[src/rtl/rename_log_pkg.sv]
// rename_log_pkg: shared types, sizes and age helper for the rename history log
package rename_log_pkg;
  localparam int RL_LOG_DEPTH = 32;
  localparam int RL_ID_W = $clog2(RL_LOG_DEPTH) + 1;
  localparam int RL_IDX_W = RL_ID_W - 1;
  localparam int GPR_W = 5;
  localparam int PRF_W = 7;
  typedef enum logic {PRF_INT, PRF_FP} t_prf_type;
  typedef logic [GPR_W-1:0] t_gpr_id;
  typedef logic [PRF_W-1:0] t_prf_id;
  typedef logic [RL_ID_W-1:0] t_rename_log_id;
  typedef struct packed {
    logic    valid;
    t_gpr_id gpr;
    t_prf_id prfid;
  } t_rat_restore_pkt;
  typedef struct packed {
    t_gpr_id gpr;
    t_prf_id pdst;
    t_prf_id pdst_old;
  } t_rename_log_entry;
  typedef enum logic {RL_IDLE, RL_WALK} t_rename_log_state;
  // Distance from head; smaller means older. Wraps naturally over the id width.
  function automatic t_rename_log_id rl_age(input t_rename_log_id id, input t_rename_log_id head);
    return id - head;
  endfunction
endpackage

[src/rtl/rename_log_ram.sv]
// rename_log_ram: log storage, one write port, walk read port and retire read port
module rename_log_ram
  import rename_log_pkg::*;
#(
  parameter int DEPTH = RL_LOG_DEPTH,
  parameter int AW = $clog2(DEPTH)
) (
  input  logic              clk,
  input  logic              we_i,
  input  logic [AW-1:0]     waddr_i,
  input  t_rename_log_entry wdata_i,
  input  logic [AW-1:0]     raddr_a_i,
  output t_rename_log_entry rdata_a_o,
  input  logic [AW-1:0]     raddr_b_i,
  output t_prf_id           rdata_b_o
);
  t_rename_log_entry mem_q [DEPTH];
  always_ff @(posedge clk) begin
    if (we_i) mem_q[waddr_i] <= wdata_i;
  end
  assign rdata_a_o = mem_q[raddr_a_i];
  // Retire only ever needs the previous mapping to free it.
  assign rdata_b_o = mem_q[raddr_b_i].pdst_old;
endmodule

[src/rtl/rename_log.sv]
// rename_log: rename history log with retire reclaim and youngest-first RAT restore walk
module rename_log
  import rename_log_pkg::*;
(
  input  logic             clk,
  input  logic             reset_n,
  input  t_prf_type        prf_type,
  input  logic             rec_en_rn1,
  input  t_gpr_id          rec_gpr_rn1,
  input  t_prf_id          rec_pdst_rn1,
  input  t_prf_id          rec_pdst_old_rn1,
  output t_rename_log_id   rec_id_rn1,
  output logic             log_ready_rn0,
  input  logic             retire_rb0,
  input  t_rename_log_id   retire_id_rb0,
  output logic             retire_ready_rb0,
  input  logic             flush_rbx,
  input  t_rename_log_id   flush_id_rbx,
  output logic             reclaim_prf_rb1,
  output t_prf_id          reclaim_prf_id_rb1,
  output t_rat_restore_pkt rat_restore_pkt_rbx,
  output logic             walk_busy
);
  localparam t_rename_log_id ONE = t_rename_log_id'(1);
  localparam t_rename_log_id DEPTH_ID = t_rename_log_id'(RL_LOG_DEPTH);
  t_rename_log_state state_q, state_d;
  t_rename_log_id head_q, head_d, tail_q, tail_d, target_q, target_d;
  logic reclaim_q, reclaim_d;
  t_prf_id reclaim_id_q, reclaim_id_d;
  t_rat_restore_pkt pkt_q, pkt_d;
  t_rename_log_id occ, tail_m1, flush_tgt, walk_tgt;
  logic idle, rec_we, retire_ok, flush_walk, retarget;
  t_rename_log_entry walk_e;
  t_prf_id retire_old;
  assign idle = state_q == RL_IDLE;
  assign occ = tail_q - head_q;
  assign tail_m1 = tail_q - ONE;
  assign flush_tgt = flush_id_rbx + ONE;
  assign rec_we = rec_en_rn1 & idle & ~flush_rbx;
  assign retire_ok = retire_rb0 & idle;
  // A flush target at or beyond tail discards nothing and starts no walk.
  assign flush_walk = flush_rbx & (rl_age(flush_tgt, head_q) < occ);
  assign retarget = flush_rbx & (rl_age(flush_tgt, head_q) < rl_age(target_q, head_q));
  assign walk_tgt = retarget ? flush_tgt : target_q;
  rename_log_ram #(.DEPTH(RL_LOG_DEPTH), .AW(RL_IDX_W)) u_ram (
    .clk       (clk),
    .we_i      (rec_we),
    .waddr_i   (tail_q[RL_IDX_W-1:0]),
    .wdata_i   ('{gpr: rec_gpr_rn1, pdst: rec_pdst_rn1, pdst_old: rec_pdst_old_rn1}),
    .raddr_a_i (tail_m1[RL_IDX_W-1:0]),
    .rdata_a_o (walk_e),
    .raddr_b_i (head_q[RL_IDX_W-1:0]),
    .rdata_b_o (retire_old)
  );
  always_comb begin
    state_d = state_q;
    target_d = target_q;
    tail_d = rec_we ? tail_q + ONE : tail_q;
    head_d = retire_ok ? head_q + ONE : head_q;
    reclaim_d = retire_ok;
    reclaim_id_d = retire_ok ? retire_old : '0;
    pkt_d = '0;
    if (idle) begin
      if (flush_walk) begin
        state_d = RL_WALK;
        target_d = flush_tgt;
      end
    end else begin
      tail_d = tail_m1;
      target_d = walk_tgt;
      reclaim_d = 1'b1;
      reclaim_id_d = walk_e.pdst;
      pkt_d = '{valid: 1'b1, gpr: walk_e.gpr, prfid: walk_e.pdst_old};
      if (tail_m1 == walk_tgt) state_d = RL_IDLE;
    end
  end
  always_ff @(posedge clk or negedge reset_n) begin
    if (!reset_n) begin
      state_q <= RL_IDLE;
      head_q <= '0;
      tail_q <= '0;
      target_q <= '0;
      reclaim_q <= 1'b0;
      reclaim_id_q <= '0;
      pkt_q <= '0;
    end else begin
      state_q <= state_d;
      head_q <= head_d;
      tail_q <= tail_d;
      target_q <= target_d;
      reclaim_q <= reclaim_d;
      reclaim_id_q <= reclaim_id_d;
      pkt_q <= pkt_d;
    end
  end
  assign rec_id_rn1 = tail_q;
  assign retire_ready_rb0 = idle;
  assign reclaim_prf_rb1 = reclaim_q;
  assign reclaim_prf_id_rb1 = reclaim_id_q;
  assign rat_restore_pkt_rbx = pkt_q;
  assign walk_busy = ~idle | pkt_q.valid;
  // Rename stays stalled until the last restore packet has gone out.
  assign log_ready_rn0 = ~walk_busy & ~flush_rbx & (occ < (rec_en_rn1 ? DEPTH_ID - ONE : DEPTH_ID));
  a_rec_in_walk: assert property (@(posedge clk) disable iff (!reset_n) !(rec_en_rn1 && !idle));
  a_retire_head: assert property (@(posedge clk) disable iff (!reset_n)
    retire_ok |-> (retire_id_rb0 == head_q) && (occ != '0));
  a_prf_type_static: assert property (@(posedge clk) disable iff (!reset_n) $stable(prf_type));
endmodule

[config.mk]
export PLATFORM = sky130hd
export DESIGN_NAME = rename_log
export DESIGN_NICKNAME = d
export VERILOG_FILES = /design/src/rtl/rename_log_pkg.sv /design/src/rtl/rename_log_ram.sv /design/src/rtl/rename_log.sv
export SDC_FILE = /design/constraint.sdc
export NUM_CORES = 1
export LEC_CHECK = 0
export CORE_MARGIN = 10
export CORE_UTILIZATION = 40
export DETAILED_ROUTE_END_ITERATION = 10
export SLEW_MARGIN = 5
export SYNTH_ARGS = -nofsm -noshare
export SYNTH_HDL_FRONTEND = slang
export SYNTH_HIERARCHICAL = 1
export SYNTH_SLANG_ARGS = --single-unit
[constraint.sdc]
create_clock -name clk -period 3.82 [get_ports clk]
set_input_delay 0.764 -clock clk [delete_from_list [all_inputs] [get_ports clk]]
set_output_delay 0.764 -clock clk [all_outputs]
set_load 0.1 [all_outputs]
# == After elaboration in Yosys (flattened, before gate mapping) ==
# Memories as Yosys holds them, arrays and structs flattened.
# Cells that the tools add are included.
# classes
add_sub_neg,7
mul,0
div_mod_pow,0
n_lt_le_gt_ge,3
n_eq_ne,1
shift,0
mux,15
bitwise_logic,11
n_reduce_logical,2
# ops
cell,n
6-bit two-way mux,6
"6-bit by 1-bit adder with 6-bit output, second input constant",3
6-bit < comparator,3
6-bit subtractor,3
7-bit two-way mux,2
13-bit two-way mux,1
1-bit AND,7
6-bit equality test,1
1-bit two-way mux,6
"6-bit by 1-bit subtractor with 6-bit output, second input constant",1
2-bit nonzero test,2
1-bit inverter,3
1-bit OR,1
# word_totals
regBits,40
latchBits,0
mem_bits_rw,608
rom_bits,0
inputBits,37
out_inout_bits,30
memories,1
# memory_table
memory,depth,word_bits,read_ports,rd_ports_with_merged_regs,wr,line,source
u_ram.mem_q,32,19,2,0,1,rename_log_ram.sv:17,t_rename_log_entry mem_q [DEPTH];

# == Longest topological paths before layout ==
# Gate-level depths: netlist of run 1.
# depth
word_depth,8
ltp_mapped,16
depth_no_buf,15

# == Hierarchy ==
# The synthesis of run 1 kept the hierarchy.
# modules_own_cells
mod,n_inst,cells_each,area_per_inst_um2,seq_area_each_um2
rename_log_ram,1,1420,25395.6,18257.5
rename_log,1,267,2783.9,1001.0

# == Worst setup path after synthesis of run 1 ==
# Ideal clock, no wire load.
# synth_timing
path_kind,register -> output
from,register tail_q[0] (netlist: rec_id_rn1[0])
to,output log_ready_rn0
arrival_ps,7719
path_slack_ps,-4663
path_stages_with_launch,13
n_path_buf,1
cell_sequence,dfrtp_1 clkbuf_1 inv_1 ha_1 inv_1 fa_1 ha_1 a21boi_0 o21a_1 o21a_1 o21ai_1 nand2b_1 a2111oi_0
# synth_between
elab_chain_len,3
# synth_lines
item,line,source
"start, declared",rename_log.sv:27,"t_rename_log_id head_q, head_d, tail_q, tail_d, target_q, target_d;"
"start signal, assigned",rename_log.sv:89,tail_q <= tail_d;
6-bit subtractor,rename_log.sv:36,assign occ = tail_q - head_q;
6-bit < comparator,rename_log.sv:103,assign log_ready_rn0 = ~walk_busy & ~flush_rbx & (occ < (rec_en_rn1 ? DEPTH_ID - ONE : DEPTH_ID));
1-bit AND,rename_log.sv:103,
"end, declared",rename_log.sv:13,"output logic log_ready_rn0,"
# No other way between the ends.

# == Worst setup path in the final report of run 1 ==
# Same ends and word-level chain as after synthesis.

==> results.json, run 1 <==
{
  "cp-end-kind": "output port",
  "dieArea_um2": 81500,
  "ys.flop_type": "edfxtp_1",
  "max_stage_delay_ps": 510,
  "final_hold_viol_count": 0,
  "synth_seq_area_share": 0.683,
  "wl_per_cell_um": 25.8,
  "synth.top_cell.area_share": 0.648,
  "yosysTopAreaCell": "edfxtp_1",
  "hp-class": "primary input to asynchronous set/reset pin",
  "netlist_area_um2": 28200,
  "cp_slowest_cell": "dfrtp_4",
  "crit_fanout": 2,
  "dp_hpwl_um": 45100,
  "wirelength_um": 73700,
  "cp.required_ps": 3060,
  "coreArea_um2": 69900,
  "antenna_found_initial": 6,
  "fmax_ghz": 0.245,
  "synth_edf_count": 608,
  "async_flop_share": 0.0617,
  "path_common_cell": "o21a_1",
  "clkTransAtPathRegs_ps": 60,
  "cts_made_buffers": 69,
  "power_per_cell_area_nw_per_um2": 906,
  "period_share": 1.07,
  "worst_clock_skew_ps": 17.7,
  "htreeDepth": 3,
  "holdWs_ps": 176,
  "cts_sinks": 648,
  "synth_fp_nets": 1761,
  "io_buffers": 59,
  "clkLatencyLatePin_ps": 620,
  "synthCells": 1687,
  "ctsRootBufferMaster": "clkbuf_16",
  "rsz0062_at_grt": "yes",
  "fin_util": 0.475,
  "ioPinCount": 67,
  "cts_tree": "built",
  "synth_cell_types": 51,
  "drc": 0,
  "layout_common_cells": "edfxtp_1 (608), mux2i_1 (307), buf_4 (136)",
  "run_status": "complete, but fails checks",
  "relSlewSlack": 0.190,
  "slew_viol_final": 0,
  "drt_iter0_markers": 1550,
  "die_y_um": 285,
  "final_common_cell": "edfxtp_1",
  "layout-drive-gt1-share": 0.206,
  "synth_area_leaders": "edfxtp_1 (65%), mux2i_1 (11%), mux4_2 (5.6%)",
  "crit_path_start_kind": "register",
  "ir_worst_vdd_mv": 0.662,
  "dr.pass1.iters": 5,
  "ys_warn_count": 6,
  "final_antenna_net_count": 0,
  "die_w_um": 285,
  "grt_overflow_total": 0,
  "nets": 1936,
  "finalSetupViolCount": 1,
  "routabilityCongestion": 0.838,
  "vias": 16200,
  "start_util": 0.403,
  "grt_start_max_net_pins": 59,
  "grtUsageTotal": 0.178,
  "clockBufferDepth": 3,
  "p_leak_uw": 0.0117,
  "first_global_vias": 16400,
  "path_cells": "inv_8 -> ha_4 -> inv_2 -> fa_1 -> ha_1 -> a21boi_1 -> o21a_1 -> o21a_1 -> o21ai_1 -> nand2b_1 -> a2111oi_4 -> buf_12",
  "syn_to_final_growth_pct": 17.8,
  "fin_crit_ps": 4070,
  "violations": "negative setup slack",
  "fin_ws_ps": -254,
  "syn-mean-instance-area_um2": 16.7,
  "grt_pass1_wl_um": 109000,
  "pre_cts_ws_ps": -497,
  "path_class": "register to output port",
  "n_antenna_cell": 0,
  "finalPower_uw": 30100,
  "rows": 97,
  "synth_seq_cells": 648,
  "cts_hold_buf": 0,
  "crit_arrival_ps": 3310,
  "worst_pin_slew_ps": 1210,
  "viasPerCell": 5.68,
  "drv_cap": 0
}
-- synthesized netlist by cell type, types with 3 or more instances --
| cell type | instances |
|---|---|
| nand3b_1 | 5 |
| a22o_1 | 45 |
| clkbuf_1 | 54 |
| nor3_1 | 22 |
| nand3_1 | 43 |
| o21ai_0 | 4 |
| o21a_1 | 3 |
| buf_1 | 9 |
| buf_2 | 34 |
| a21o_1 | 13 |
| mux2_2 | 7 |
| a21oi_1 | 46 |
| xnor2_1 | 21 |
| fa_1 | 3 |
| dfrtp_1 | 40 |
| or3b_2 | 3 |
| buf_6 | 5 |
| nand2b_1 | 5 |
| mux2_1 | 5 |
| a22oi_1 | 76 |
| edfxtp_1 | 608 |
| nand4_1 | 23 |
| ha_1 | 34 |
| mux2i_1 | 308 |
| nor2b_1 | 8 |
| inv_1 | 22 |
| and2_1 | 13 |
| xor2_1 | 20 |
| nand2_1 | 51 |
| nor2_1 | 40 |
| mux4_2 | 70 |
| or2_2 | 3 |
| a31oi_1 | 22 |
-- what timing repair did --
item	in CTS	in global routing
gates resized for setup	4	9
pin swaps	2	4
endpoints found under the setup margin	1	7
setup buffers	5	1
-- cell type report --
type	count	area [um^2]
multi-input cells	915	8580
inverters	22	101
clock inverters	28	251
well taps	940	1180
flip-flops and latches	648	19300
repair buffers	206	1900
fillers	5955	36700
clock buffers	98	1930
-- flip-flops by register name, summed over array words and instances, names as in the netlist --
name and flops:
rat_restore_pkt_rbx 13, rec_id_rn1 6, target_q 6, head_q 6, reclaim_prf_id_rb1 7, state_q 1
reclaim_prf_rb1 1, u_ram/mem_q 608
-- cell families (layout without fill, tap and decap cells) --
kind of cell	count (synthesis)	count (layout)	synth area share
DFF	648	648	0.683
buffers and inverters	124	354	0.0194
xor gates and xnor gates	41	41	0.0127
AOI/OAI and AO/OA	225	225	0.0579
and+or+nand+nor	222	222	0.0393
adders and majority gates	37	37	0.0172
muxes	390	390	0.170
-- final timing paths --
kind	from	to	slack, ps	depth (start not counted)
max	rec_id_rn1[0]$_DFFE_PN0P_	log_ready_rn0	-250	12
min in group clk	target_q[3]$_DFFE_PN0P_	target_q[3]$_DFFE_PN0P_	570	1
max in group asynchronous	reset_n	rat_restore_pkt_rbx[9]$_DFF_PN0_	2900	2
min	reset_n	reclaim_prf_rb1$_DFF_PN0_	180	1
min reg2reg	target_q[3]$_DFFE_PN0P_	target_q[3]$_DFFE_PN0P_	570	1
max reg2reg	rec_id_rn1[0]$_DFFE_PN0P_	reclaim_prf_id_rb1[6]$_DFF_PN0_	220	11
-- routing by layer --
| layer | GRT usage | routed length, um | up-vias |
|---|---|---|---|
| met5 | 0 | 60 | - |
| met1 | 0.237 | 31100 | 8429 |
| met3 | 0.0311 | 4980 | 131 |
| met2 | 0.290 | 35200 | 583 |
| met4 | 0.0612 | 2310 | 8 |
| li1 | - | - | 7084 |
-- power breakdown --
group          total (uW)  internal (uW)  switching (uW)
logic               15400           6230            9160
registers            8270           8030             236
clock network        6410           3690            2720
total               30100          18000           12100
-- through the flow --
step | area, um^2 | setup TNS [ps] | instances
final | 33200 | -254 | 2857
after global routing | 33200 | -431 | 2857
after CTS | 33200 | -343 | 2856
after detailed placement | 30900 | -3220 | 2725
after global placement | 30900 | -3040 | 2725
after floorplan | 28200 | -530 | 1687
-- critical path: cells and delay by family (launching register included) --
family,cells,cell delay [ps]
AO/OA/AOI/OAI,5,910
adder cells (fa/ha/maj),3,860
flip-flops,1,510
buffers and inverters,3,320
AND/OR/NAND/NOR,1,100
Power figures use the tool's default switching activity.
==> run 2, diff against run 1 <==
--- a/config.mk
+++ b/config.mk
@@ -13,3 +13,4 @@
 export SYNTH_HDL_FRONTEND = slang
 export SYNTH_HIERARCHICAL = 1
 export SYNTH_SLANG_ARGS = --single-unit
+export TNS_END_PERCENT = 100
==> results of run 2 <==
The final DEF is identical to that of run 1; final timing and power are the same.
